**src/rtl/data_mem_lsu.sv**
```systemverilog
// Load/store sequencer: splits byte/half/word core requests into little-endian single-byte
// data_memory accesses. Define LSU_BOUNDS_CHECK_EN to reject requests that run past MEM_DEPTH.
module data_mem_lsu #(
  parameter int ADDR_W    = 20,
  parameter int MEM_DEPTH = 614400,
  parameter int RD_LAT    = 1
) (
  input  logic              clk,
  input  logic              rst_n,
  input  logic              req_valid,
  output logic              req_ready,
  input  logic              req_we,
  input  logic [1:0]        req_size,
  input  logic              req_signed,
  input  logic [ADDR_W-1:0] req_addr,
  input  logic [31:0]       req_wdata,
  output logic              rsp_valid,
  output logic [31:0]       rsp_rdata,
  output logic              rsp_err,
  output logic [ADDR_W-1:0] mem_address,
  output logic              mem_wren,
  output logic [7:0]        mem_data,
  input  logic [7:0]        mem_q
);

  typedef enum logic [1:0] {IDLE, ISSUE, DRAIN, RESP} state_t;

  if (RD_LAT < 1 || RD_LAT > 3) begin : g_bad_rd_lat
    $error("data_mem_lsu: RD_LAT must be in 1..3");
  end
  if (MEM_DEPTH < 1 || MEM_DEPTH > (1 << ADDR_W)) begin : g_bad_depth
    $error("data_mem_lsu: MEM_DEPTH does not fit the address space");
  end

  state_t state, state_nxt;

  logic              we_q;
  logic [1:0]        size_q;
  logic              signed_q;
  logic [ADDR_W-1:0] base_addr;
  logic [31:0]       wdata_q;
  logic [1:0]        last_idx;
  logic [1:0]        issue_idx;
  logic [1:0]        next_idx;
  logic [31:0]       result;

  logic              cap_vld [1:RD_LAT];
  logic [1:0]        cap_idx [1:RD_LAT];

  logic              accept;
  logic              size_bad;
  logic              range_bad;
  logic              req_bad;
  logic [1:0]        req_n_m1;
  logic              issue_last;
  logic              issuing_load;
  logic              cap_fire;
  logic              cap_last;
  logic [31:0]       cap_result;
  logic [31:0]       load_ext;

  always_comb begin
    req_n_m1 = 2'd0;
    case (req_size)
      2'b01:   req_n_m1 = 2'd1;
      2'b10:   req_n_m1 = 2'd3;
      default: req_n_m1 = 2'd0;
    endcase
  end

`ifdef LSU_BOUNDS_CHECK_EN
  // Last byte address is formed one bit wider so a wrap past 2^ADDR_W still fails the check.
  localparam logic [ADDR_W:0] DEPTH_L = (ADDR_W+1)'(MEM_DEPTH);
  logic [ADDR_W:0] end_addr;
  assign end_addr  = {1'b0, req_addr} + (ADDR_W+1)'(req_n_m1);
  assign range_bad = (end_addr >= DEPTH_L);
`else
  assign range_bad = 1'b0;
`endif

  assign size_bad     = (req_size == 2'b11);
  assign req_bad      = size_bad | range_bad;
  assign req_ready    = (state == IDLE);
  assign accept       = req_valid & req_ready;
  assign issue_last   = (issue_idx == last_idx);
  assign next_idx     = issue_idx + 2'd1;
  assign issuing_load = (state == ISSUE) & ~we_q;
  assign cap_fire     = cap_vld[RD_LAT];
  assign cap_last     = cap_fire & (cap_idx[RD_LAT] == last_idx);

  always_comb begin
    cap_result = result;
    if (cap_fire) begin
      cap_result[{cap_idx[RD_LAT], 3'b000} +: 8] = mem_q;
    end
  end

  always_comb begin
    load_ext = cap_result;
    case (size_q)
      2'b00:   load_ext = {{24{signed_q & cap_result[7]}}, cap_result[7:0]};
      2'b01:   load_ext = {{16{signed_q & cap_result[15]}}, cap_result[15:0]};
      default: load_ext = cap_result;
    endcase
  end

  always_ff @(posedge clk) begin
    if (!rst_n) begin
      state <= IDLE;
    end else begin
      state <= state_nxt;
    end
  end

  always_comb begin
    state_nxt = state;
    case (state)
      IDLE: begin
        if (accept) begin
          state_nxt = req_bad ? RESP : ISSUE;
        end
      end
      ISSUE: begin
        if (issue_last) begin
          state_nxt = we_q ? RESP : DRAIN;
        end
      end
      DRAIN: begin
        if (cap_last) begin
          state_nxt = RESP;
        end
      end
      RESP:    state_nxt = IDLE;
      default: state_nxt = IDLE;
    endcase
  end

  // Read-return tracker: each load byte issued is tagged and emerges RD_LAT cycles later.
  always_ff @(posedge clk) begin
    if (!rst_n) begin
      for (int j = 1; j <= RD_LAT; j++) begin
        cap_vld[j] <= 1'b0;
        cap_idx[j] <= 2'd0;
      end
    end else begin
      cap_vld[1] <= issuing_load;
      cap_idx[1] <= issue_idx;
      for (int j = 2; j <= RD_LAT; j++) begin
        cap_vld[j] <= cap_vld[j-1];
        cap_idx[j] <= cap_idx[j-1];
      end
    end
  end

  always_ff @(posedge clk) begin
    if (!rst_n) begin
      we_q        <= 1'b0;
      size_q      <= 2'b00;
      signed_q    <= 1'b0;
      base_addr   <= '0;
      wdata_q     <= 32'd0;
      last_idx    <= 2'd0;
      issue_idx   <= 2'd0;
      result      <= 32'd0;
      rsp_valid   <= 1'b0;
      rsp_rdata   <= 32'd0;
      rsp_err     <= 1'b0;
      mem_address <= '0;
      mem_wren    <= 1'b0;
      mem_data    <= 8'd0;
    end else begin
      rsp_valid <= (state_nxt == RESP);
      rsp_err   <= 1'b0;
      rsp_rdata <= 32'd0;
      if (cap_fire) begin
        result <= cap_result;
      end
      case (state)
        IDLE: begin
          if (accept) begin
            we_q      <= req_we;
            size_q    <= req_size;
            signed_q  <= req_signed;
            base_addr <= req_addr;
            wdata_q   <= req_wdata;
            last_idx  <= req_n_m1;
            issue_idx <= 2'd0;
            result    <= 32'd0;
            if (req_bad) begin
              rsp_err <= 1'b1;
            end else begin
              mem_address <= req_addr;
              mem_wren    <= req_we;
              mem_data    <= req_wdata[7:0];
            end
          end
        end
        ISSUE: begin
          if (issue_last) begin
            mem_wren <= 1'b0;
          end else begin
            issue_idx   <= next_idx;
            mem_address <= base_addr + ADDR_W'(next_idx);
            mem_wren    <= we_q;
            mem_data    <= wdata_q[{next_idx, 3'b000} +: 8];
          end
        end
        DRAIN: begin
          if (cap_last) begin
            rsp_rdata <= load_ext;
          end
        end
        default: begin
          mem_wren <= 1'b0;
        end
      endcase
    end
  end

endmodule
```
**config.mk**
```make
export PLATFORM = sky130hd
export DESIGN_NAME = data_mem_lsu
export DESIGN_NICKNAME = d
export VERILOG_FILES = /design/src/rtl/data_mem_lsu.sv
export SDC_FILE = /design/constraint.sdc
export NUM_CORES = 1
export LEC_CHECK = 0
export BUFFER_PORTS_ARGS = -buffer_cell sky130_fd_sc_hd__buf_2
export CAP_MARGIN = 20
export CORE_MARGIN = 2
export CORE_UTILIZATION = 57
export CTS_BUF_LIST = sky130_fd_sc_hd__clkbuf_4 sky130_fd_sc_hd__clkbuf_8
export CTS_CLUSTER_SIZE = 28
export DETAILED_ROUTE_END_ITERATION = 10
export PLACE_DENSITY = 0.82
export SLEW_MARGIN = 40
export SYNTH_ARGS = -nofsm -noshare
export SYNTH_HDL_FRONTEND = slang
export SYNTH_SLANG_ARGS = --single-unit
```
**constraint.sdc**
```tcl
create_clock -name clk -period 3.43 [get_ports clk]
set_input_delay 0.343 -clock clk [delete_from_list [all_inputs] [get_ports clk]]
set_output_delay 0.343 -clock clk [all_outputs]
set_load 0.005 [all_outputs]
```
==> flow_summary_export.csv, run 1 <==
group,metric,value,unit
outcome,status,"complete, no violations",
synthesis,synth_edf_count,0,
synthesis,synthArstFlopShare,0,%
global_routing,antenna_found_initial,0,
die,die_width,112,um
routing,routed_wl,17.9,mm
final_layout,fillers,933,
final_layout,multiInputGateArea,3220,um^2
placed_design,dp_hpwl,12.2,mm
die,core-area,11400,um^2
synthesis,syn-mean-instance-area,8.60,um^2
global_routing,grt_pass1_wl,28.7,mm
routing,ant_nets,0,
global_routing,grt_pass1_vias,5822,
final_layout,final_nets,951,
die,fp.dieH,112,um
final_layout,syn_to_final_growth,16.6,%
final_layout,regArea,3200,um^2
synthesis,yosysWarnings,0,
clock_network,root_buffer,"clkbuf_8",
die,num_rows,39,
clock_network,cts-hold-fix-buffers,0,
timing,worst_pin_slew,0.754,ns
clock_network,cts_sinks,160,
die,die_area,12600,um^2
pwr,peakVddDrop,260,uV
placed_design,io_buffer_count,130,
routing,detail_route.wl_per_cell,17.4,um
setup_path,critPathMaxFanout,16,
global_routing,grt_max_degree,61,
final_layout,layout.cells.non_filler,1029,
synthesis,syn-num-nets,852,
routing,dr.first_iter.drc_count,580,
timing,final.min_clock_period,2.74,ns
synthesis,synth_ff_type,"dfxtp_1",
clock_network,clkSlewWorstSetupHoldPaths,0.08,ns
timing,finalSetupTns,0,ns
global_routing,gr-total-overflow,0,
clock_network,clock_latency,0.45,ns
timing,post-route-period-util,79.9,%
timing,setup_viol,0,
setup_path,cp_data_required_time,3.72,ns
die,initial_core_util,58.4,%
synthesis,ys_seq_area_share,48.0,%
clock_network,cts_tree,"built",
final_layout,antennaDiodeCount,0,
routing,via_per_inst,6.09,
timing,slew_headroom,49.6,%
job,max_cap_viol_count,0,
global_routing,grt_util_all_layers,28.2,%
setup_path,critPathArrivalTime,3.03,ns
final_layout,drive_gt1_share,22.8,%
pwr,leakage,3.04,nW
synthesis,ys_ff_latch,160,
synthesis,yosys-top-cells-area,"dfxtp_1 48%, nand2_1 9.7%, a21oi_1 6.9%, nor2_1 3.1%, clkbuf_1 2.8%",
setup_path,crit_type,"reg2reg",
clock_network,cts_buffers,17,
clock_network,clock_path_buffers,2,
synthesis,syn_area,6670,um^2
setup_path,worstSetupStartpointType,"flip-flop",
timing,slew_viol_final,0,
synthesis,synth_cell_types,64,
timing,hold_ws,0.123,ns
timing,grt_setup_unrepaired,"no",
pwr,power_density,556,nW/um^2
clock_network,cts_repair_resize_count,0,
timing,finalHoldViolCount,0,
setup_path,worstSetupEndpointType,"flip-flop",
synthesis,synth_cells,775,
placed_design,place_inst,998,
timing,fin_worst_skew,0.00935,ns
routing,drc,0,
die,io_pins,131,
synthesis,synth_top_area_share,48.0,%
hold_path,worstHoldPathType,"in2reg",
clock_network,htree_levels,4,
synthesis,synth_top_area_cell,"dfxtp_1",
routing,via_count,6265,
routing,firstDrtPassIters,5,
placed_design,routabilityCongestion,0.885,
timing,fmax,365,MHz
clock_network,post_cts_buffers,0,
-- layout make-up --
class	count	area share, %
clock buffer	20	3.46
clock inverter	11	1.79
inverter	9	0.435
multi-input combinational	545	41.4
sequential	160	41.2
tap	143	2.30
timing repair buffer	141	9.43
-- registers in the layout, summed over array words and instances, names as in the netlist, 2 cells and up --
name	count
issue_idx	2
size_q	2
cap_idx	2
mem_data	8
wdata_q	32
base_addr	20
mem_address	20
rsp_rdata	32
state	2
last_idx	2
result	32
-- cells by family (layout without fill, tap and decap cells) --
kind of cell | Yosys count | after routing | share of synthesized area, %
DFF | 160 | 160 | 48.0
buffers and inverters | 70 | 181 | 4.13
xor gates and xnor gates | 11 | 11 | 1.44
and+or+nand+nor | 330 | 330 | 23.0
muxes | 9 | 9 | 2.85
adders and majority gates | 10 | 10 | 1.99
AOI/OAI and AO/OA | 185 | 185 | 18.5
-- routing by layer --
metal | track usage, % | up-vias | share of wire, %
li1 | - | 2956 | -
met1 | 38.5 | 2934 | 42
met2 | 44.6 | 320 | 47
met3 | 5.56 | 55 | 8.2
met4 | 10.7 | 0 | 2.5
met5 | 0 | - | 0
-- layout by cell type (no fill, tap or decap), types with 3 or more instances in the layout --
cell type	instances
dfxtp_1	160
clkinv_2	5
nand2_1	169
a22oi_1	8
o221ai_1	6
a32o_1	4
o21ai_0	9
o31ai_1	3
and4_1	3
clkbuf_8	19
nand3_1	10
bufinv_16	3
xnor2_1	6
or2_1	7
inv_1	8
ha_1	9
and2_1	4
xor2_1	5
buf_2	130
o32ai_1	4
mux4_2	8
a2bb2oi_1	3
nand2_2	3
a311oi_1	13
a21oi_1	92
nor2_1	55
and3_1	3
buf_4	11
a32oi_1	20
nand4_1	13
nor4_1	7
nand2b_1	15
nor3_1	18
-- synth_stat cells, drive strengths merged, types with 2 or more instances --
cell type and n:
clkbuf 49, o32ai 4, nor3 18, o311a 2, nor4b 2, nand2b 16
a21oi 93, nor4bb 2, and2 4, xnor2 6, o31a 2, mux4 8
o22ai 2, a22oi 8, xor2 5, inv 8, or4 3, o21ai 12
o21a 2, a311oi 13, nor2b 3, dfxtp 160, o221ai 6, a2bb2oi 4
nand4 14, and3 3, nor3b 4, ha 9, nand3 11, nor2 55
o211ai 2, or2 7, a21bo 2, nand2 172, or3 2, a221o 2
o2111ai 2, buf 12, nor4 8, a32oi 20, and4 3, a32o 4
o31ai 3
-- power breakdown --
part,switching [W],total [W],internal (W)
clock network,0.000665,0.00142,0.000756
registers,0.000140,0.00214,0.00200
logic,0.000468,0.000756,0.000288
-- critical path, stage by stage (launching register included) --
cell	delay [ns]
dfxtp_1	0.66
inv_1	0.18
ha_1	0.39
and4b_1	0.29
a32o_1	0.33
a2bb2oi_2	0.56
a21oi_1	0.18
-- metrics by stage --
stage / total power (W) / util [%] / setup WS (ns) / area [um^2]
2_1_floorplan: 0.00265 / - / 1.00 / 6670
3_3_place_gp: 0.00289 / 64.4 / 0.962 / 7360
3_5_place_dp: 0.00292 / 64.5 / 0.805 / 7360
4_1_cts: 0.00431 / 68.1 / 0.788 / 7770
5_1_grt: 0.00450 / 68.1 / 0.507 / 7770
6_report: 0.00432 / 68.1 / 0.691 / 7770
-- worst paths after layout --
path                            cells after the start          start  slack, ns             to
worst max-delay path                                6  cap_idx[1][0]       0.69  rsp_rdata[22]
worst min-delay path                                3  req_wdata[22]       0.12    wdata_q[22]
worst max register to register                      6  cap_idx[1][0]       0.69  rsp_rdata[22]
worst min register to register                      2    wdata_q[15]       0.46    wdata_q[15]
No activity file was read; power rests on OpenSTA's default activity.
==> run 2, diff against run 1 <==
--- a/config.mk
+++ b/config.mk
@@ -8,11 +8,11 @@
 export BUFFER_PORTS_ARGS = -buffer_cell sky130_fd_sc_hd__buf_2
 export CAP_MARGIN = 20
 export CORE_MARGIN = 2
-export CORE_UTILIZATION = 57
+export CORE_UTILIZATION = 51
 export CTS_BUF_LIST = sky130_fd_sc_hd__clkbuf_4 sky130_fd_sc_hd__clkbuf_8
 export CTS_CLUSTER_SIZE = 28
 export DETAILED_ROUTE_END_ITERATION = 10
-export PLACE_DENSITY = 0.82
+export PLACE_DENSITY = 0.78
 export SLEW_MARGIN = 40
 export SYNTH_ARGS = -nofsm -noshare
 export SYNTH_HDL_FRONTEND = slang
==> constraint.sdc (replaced) <==
create_clock -name clk -period 2.3 [get_ports clk]
set_input_delay 0.23 -clock clk [delete_from_list [all_inputs] [get_ports clk]]
set_output_delay 0.23 -clock clk [all_outputs]
set_load 0.005 [all_outputs]
==> flow_summary_export.csv, run 2 (synthesis gave the netlist of run 1 again) <==
group,metric,value,unit
outcome,status,"complete, no violations",
clock_network,cts_tree,"built",
routing,detail_route.wl_per_cell,15.4,um
placed_design,dp_hpwl,11.2,mm
clock_network,cts_sinks,160,
hold_path,worstHoldPathType,"in2reg",
pwr,pwr-share-seq,50.2,%
timing,slew_headroom,61.2,%
timing,worst_pin_slew,0.579,ns
final_layout,final_cell_mix,"171 x nand2_1, 160 x dfxtp_1, 130 x buf_2",
clock_network,clkSlewWorstSetupHoldPaths,0.08,ns
clock_network,cts_repair_resize_count,0,
setup_path,slowest_delay,0.42,ns
routing,ant_nets,0,
final_layout,drive_gt1_share,23.6,%
global_routing,grtUsageMet1,31.3,%
final_layout,syn_to_final_growth,19.5,%
setup_path,critPathCapture,"mem_address[16]",
die,initial_core_util,52.6,%
die,die_area,14000,um^2
die,core-area,12700,um^2
setup_path,ff2ff_setup_slack,0.26,ns
placed_design,placed_area,7530,um^2
setup_path,critPathSlowestCell,"nor4_1",
global_routing,grt_pass1_vias,5559,
pwr,peakVddDrop,633,uV
die,die_width,118,um
final_layout,top_regs,"result (32), rsp_rdata (32), wdata_q (32)",
setup_path,cp_data_required_time,2.62,ns
setup_path,critPathArrivalTime,2.36,ns
clock_network,cts-hold-fix-buffers,6,
die,io_pins,131,
clock_network,post_cts_buffers,0,
global_routing,grt_util_all_layers,24.3,%
die,fp.dieH,118,um
placed_design,io_buffer_count,130,
final_layout,antennaDiodeCount,0,
setup_path,startpoint,"issue_idx[0]",
final_layout,design_area,7970,um^2
pwr,p_int,0.00443,W
global_routing,grt_max_degree,61,
timing,finalHoldViolCount,0,
final_layout,final_common_cell,"nand2_1",
clock_network,htree_levels,4,
die,num_rows,41,
timing,fmax,490,MHz
global_routing,top_usage_layer,"met2",
global_routing,antenna_found_initial,0,
pwr,p_clk_share,31.1,%
global_routing,gr-total-overflow,0,
setup_path,crit_type,"reg2reg",
pwr,swShare,29.9,%
setup_path,worstSetupStartpointType,"flip-flop",
routing,dr.first_iter.drc_count,538,
global_routing,use_met2,38.4,%
routing,routed_wl,16.6,mm
clock_network,clock_path_buffers,2,
timing,final.min_clock_period,2.04,ns
pwr,p_switching,0.00189,W
clock_network,clock_latency,0.44,ns
timing,fin_worst_skew,0.0107,ns
routing,firstDrtPassIters,6,
pwr,leakage,3.13,nW
pwr,power_density,793,nW/um^2
setup_path,crit_chain,"xor2_1 > fa_1 > nand4_1 > nor4_1 > xnor2_1 > o221ai_1",
timing,setup_viol,0,
timing,slew_viol_final,0,
final_layout,fillers,1119,
setup_path,critPathMaxFanout,7,
setup_path,timing.rr.start,"issue_idx[0]",
setup_path,timing.rr.end,"mem_address[16]",
clock_network,cts_buffers,17,
routing,via_per_inst,5.55,
pwr,p_comb_share,18.8,%
setup_path,reg2reg_depth,6,
final_layout,regArea,3200,um^2
routing,drc,0,
routing,via_count,5992,
timing,finalSetupTns,0,ns
job,max_cap_viol_count,0,
setup_path,worstSetupEndpointType,"flip-flop",
clock_network,root_buffer,"clkbuf_8",
placed_design,routabilityCongestion,0.842,
timing,post-route-period-util,88.7,%
global_routing,grt_pass1_wl,27.5,mm
final_layout,final_nets,972,
timing,grt_setup_unrepaired,"no",
final_layout,multiInputGateArea,3210,um^2
global_routing,grt_util_met3,6.37,%
## run 2: changes by cell type in the layout (fill, tap and decap cells not counted)
cell,delta
buf_12,+2
buf_4,+13
bufinv_16,-2
clkbuf_8,+2
clkinv_2,-1
dlygate4sd3_1,+6
inv_6,+1
nand2_1,+2
nand2_2,-2
nand2b_1,+1
nand2b_2,-1
## run 2: power by group through the flow
stage | clock, W | sequential (W) | combinational, W
6_report | 0.00196 | 0.00317 | 0.00119
3_5_place_dp | 0 | 0.00323 | 0.00117
4_1_cts | 0.00200 | 0.00317 | 0.00119
2_1_floorplan | 0 | 0.00317 | 0.000775
5_1_grt | 0.00213 | 0.00320 | 0.00133
3_3_place_gp | 0 | 0.00323 | 0.00116
## run 2: how the worst min path moves through the flow
stage,start,endpoint,slack (ns),cells past startpoint
detailed placement,wdata_q[26],wdata_q[26],0.45,2
global placement,wdata_q[3],wdata_q[3],0.44,2
floorplan,req_wdata[0],wdata_q[0],0.37,2
finish,req_wdata[25],wdata_q[25],0.03,3
global route,req_wdata[22],wdata_q[22],0.01,3
CTS,req_addr[4],base_addr[4],0.002,3
## run 2: critical path: cells and delay by family, from the launching register on
kind	cells	cell delay (ns)
simple gates	2	0.71
xor+xnor	2	0.42
fa+ha+maj	1	0.31
compound gates	1	0.12
flops	1	0.36
## run 2: per-stage QoR
step                setup WS [ns]  power (W)  std cells  util (%)  hold slack (ns)
global placement            0.309    0.00438       1042      59.4            0.440
detailed placement          0.261    0.00440       1042      59.4            0.446
floorplan                 0.00872    0.00395        775         -            0.366
CTS                         0.256    0.00636       1079      62.9          0.00183
finish                      0.260    0.00632       1079      62.9           0.0279
global route              0.00813    0.00665       1079      62.9           0.0135
## run 2: cell type report
type,instances,area share (%)
clock buffer,22,3.72
clock inverter,9,1.04
inverter,9,0.424
multi-input combinational,545,40.3
sequential,160,40.2
tap,172,2.70
timing repair buffer,162,11.7
## run 2: per-layer routing
layer | wire length (um) | vias to the layer above
li1 | - | 2982
met1 | 7260 | 2743
met2 | 7790 | 234
met3 | 1140 | 33
met4 | 427 | 0
met5 | 0 | -
==> run 3, diff against run 2 <==
==> config.mk (replaced) <==
export PLATFORM = sky130hd
export DESIGN_NAME = data_mem_lsu
export DESIGN_NICKNAME = d
export VERILOG_FILES = /design/src/rtl/data_mem_lsu.sv
export SDC_FILE = /design/constraint.sdc
export NUM_CORES = 1
export LEC_CHECK = 0
export ABC_AREA = 1
export BUFFER_PORTS_ARGS = -buffer_cell sky130_fd_sc_hd__buf_2
export CORE_MARGIN = 2
export CORE_UTILIZATION = 52
export CTS_BUF_LIST = sky130_fd_sc_hd__clkbuf_4 sky130_fd_sc_hd__clkbuf_8
export CTS_CLUSTER_SIZE = 28
export DETAILED_ROUTE_END_ITERATION = 10
export PLACE_DENSITY = 0.79
export SYNTH_ARGS = -nofsm -noshare
export SYNTH_HDL_FRONTEND = slang
export SYNTH_SLANG_ARGS = --single-unit
==> flow_summary_export.csv, run 3 <==
group,metric,value,unit
setup_path,worstSetupEndpointType,"flip-flop",
synthesis,yosysWarnings,0,
clock_network,post_cts_buffers,0,
global_routing,antenna_found_initial,0,
job,max_cap_viol_count,0,
setup_path,critPathArrivalTime,2.49,ns
global_routing,grt_pass1_wl,27.0,mm
synthesis,synth_top_area_cell,"dfxtp_1",
global_routing,grt_util_all_layers,23.5,%
timing,slew_headroom,65.0,%
synthesis,syn_area,6900,um^2
synthesis,synthArstFlopShare,0,%
timing,final.min_clock_period,2.12,ns
hold_path,holdPathStages,3,
timing,fin_worst_skew,0.00704,ns
placed_design,place_ws,0.0699,ns
placed_design,placed_area,7680,um^2
synthesis,synth_top_area_share,46.4,%
routing,drc,0,
global_routing,grt_max_degree,48,
clock_network,cts_sinks,160,
die,initial_core_util,52.7,%
clock_network,clkSlewWorstSetupHoldPaths,0.08,ns
clock_network,root_buffer,"clkbuf_8",
placed_design,dp_hpwl,11.6,mm
final_layout,final_common_cell,"nand2_1",
pwr,power_density,960,nW/um^2
outcome,status,"complete, no violations",
setup_path,timing.rr.start,"issue_idx[0]",
final_layout,drive_gt1_share,22.4,%
timing,grt_setup_unrepaired,"no",
synthesis,ys_seq_area_share,46.4,%
synthesis,synth_edf_count,0,
die,num_rows,42,
final_layout,final_nets,1122,
die,die_area,14200,um^2
placed_design,place_inst,1201,
clock_network,clock_path_buffers,2,
synthesis,syn-num-nets,997,
die,die_width,119,um
setup_path,crit_buf_inv,2,
pwr,leakage,3.50,nW
global_routing,gr-total-overflow,0,
placed_design,routabilityCongestion,0.868,
timing,slew_viol_final,0,
die,core-area,13100,um^2
timing,post-route-worst-setup-slack,0.176,ns
final_layout,final_cell_mix,"165 x nand2_1, 159 x dfxtp_1, 147 x nor2_1",
routing,via_per_inst,5.16,
setup_path,cp_data_required_time,2.66,ns
setup_path,slowest_delay,0.35,ns
timing,fmax,471,MHz
hold_path,worstHoldPathType,"in2reg",
hold_path,min_from,"req_wdata[2]",
synthesis,ys_ff_latch,160,
setup_path,crit_chain,"nand2_1 > inv_2 > nor2_1 > fa_2 > nand3_1 > nor3_4 > nand3_1 > nand3_1 > nand3_1 > nand2_1 > inv_1",
final_layout,layout.cells.non_filler,1234,
setup_path,crit_type,"reg2reg",
setup_path,reg2reg_depth,11,
synthesis,syn-mean-instance-area,7.50,um^2
pwr,peakVddDrop,496,uV
setup_path,cp_num_cells,11,
clock_network,cts_buffers,17,
routing,firstDrtPassIters,6,
final_layout,syn_to_final_growth,18.1,%
setup_path,path_common_cell,"nand3_1",
routing,via_count,6370,
clock_network,clock_latency,0.46,ns
timing,hold_ws,0.0199,ns
timing,worst_pin_slew,0.524,ns
routing,routed_wl,16.6,mm
setup_path,timing.rr.end,"mem_address[12]",
routing,dr.first_iter.drc_count,490,
final_layout,top_regs,"result (32), rsp_rdata (32), wdata_q (32)",
synthesis,synth_ff_type,"dfxtp_1",
synthesis,yosys-top-cells-area,"dfxtp_1 46%, nand2_1 9.0%, nor2_1 8.0%, o21ai_0 7.0%, a21oi_1 6.1%",
hold_path,min_to,"wdata_q[2]",
synthesis,synth_cell_types,43,
setup_path,worstSetupStartpointType,"flip-flop",
routing,ant_nets,0,
timing,finalHoldViolCount,0,
clock_network,cts_tree,"built",
setup_path,ff2ff_setup_slack,0.18,ns
die,io_pins,131,
die,fp.dieH,119,um
final_layout,design_area,8140,um^2
timing,finalSetupTns,0,ns
timing,setup_viol,0,
clock_network,htree_levels,4,
routing,detail_route.wl_per_cell,13.4,um
synthesis,ys_top_cells_by_count,"165 x nand2_1, 160 x dfxtp_1, 147 x nor2_1",
timing,post-route-period-util,92.4,%
placed_design,io_buffer_count,130,
setup_path,critPathMaxFanout,7,
setup_path,critPathSlowestCell,"dfxtp_2",
setup_path,crit_family,"simple AND/OR/NAND/NOR gates",
global_routing,grt_pass1_vias,5829,
synthesis,yosysMostFrequentCell,"nand2_1",
synthesis,synth_cells,920,
run 3: timing repair:
item                                    4_1_cts  5_1_grt
endpoints found under the setup margin        0        8
hold buffers                                  1        0
gates resized for setup                       0        6
endpoints found under the hold margin         1        0
run 3: logic make-up after synthesis:
logic type | synth area share (%)
buffers and inverters | 8.09
XOR/XNOR | 1.14
flip-flops | 46.4
AND/OR/NAND/NOR | 24.6
adder cells (fa/ha/maj) | 1.92
AO/OA/AOI/OAI | 17.8
run 3: area by class of cell:
type	instances	area [um^2]
clock buffers	21	277
clock inverters	10	159
multi-input cells	633	3160
inverters	85	325
diodes	1	2.50
fillers	1193	4940
repair buffers	148	801
well taps	176	220
flip-flops and latches	160	3200
run 3: how the worst max path moves through the flow:
stage | startpoint | to | slack, ns
floorplan | issue_idx[0] | mem_address[6] | 0.20
global placement | issue_idx[0] | mem_address[6] | 0.14
detailed placement | issue_idx[0] | mem_address[12] | 0.07
CTS | issue_idx[0] | mem_address[12] | 0.03
global route | issue_idx[0] | mem_address[14] | 0.03
finish | issue_idx[0] | mem_address[12] | 0.18
run 3: power by group:
group / switching (W) / total [W] / internal [W]
clock network: 0.00100 / 0.00226 / 0.00126
logic: 0.00133 / 0.00210 / 0.000764
registers: 0.000293 / 0.00346 / 0.00317
total: 0.00263 / 0.00782 / 0.00519
run 3: metal layers:
layer | GRT usage, % | wire [um] | vias to the layer above
met5 | 0 | 0 | -
met4 | 11.7 | 486 | 0
met3 | 4.89 | 1030 | 41
met2 | 38.5 | 7830 | 202
met1 | 29.5 | 7230 | 2894
li1 | - | - | 3233
run 3: tightest hold or removal path, cell delays in order:
cell     delay [ns]
buf_2          0.11
inv_1          0.04
a21oi_1        0.05
run 3: through the flow:
stage          power [W]  util [%]
6_report         0.00782      62.2
5_1_grt          0.00830      62.2
3_3_place_gp     0.00555      58.7
4_1_cts          0.00784      62.1
2_1_floorplan    0.00493         -
3_5_place_dp     0.00559      58.7
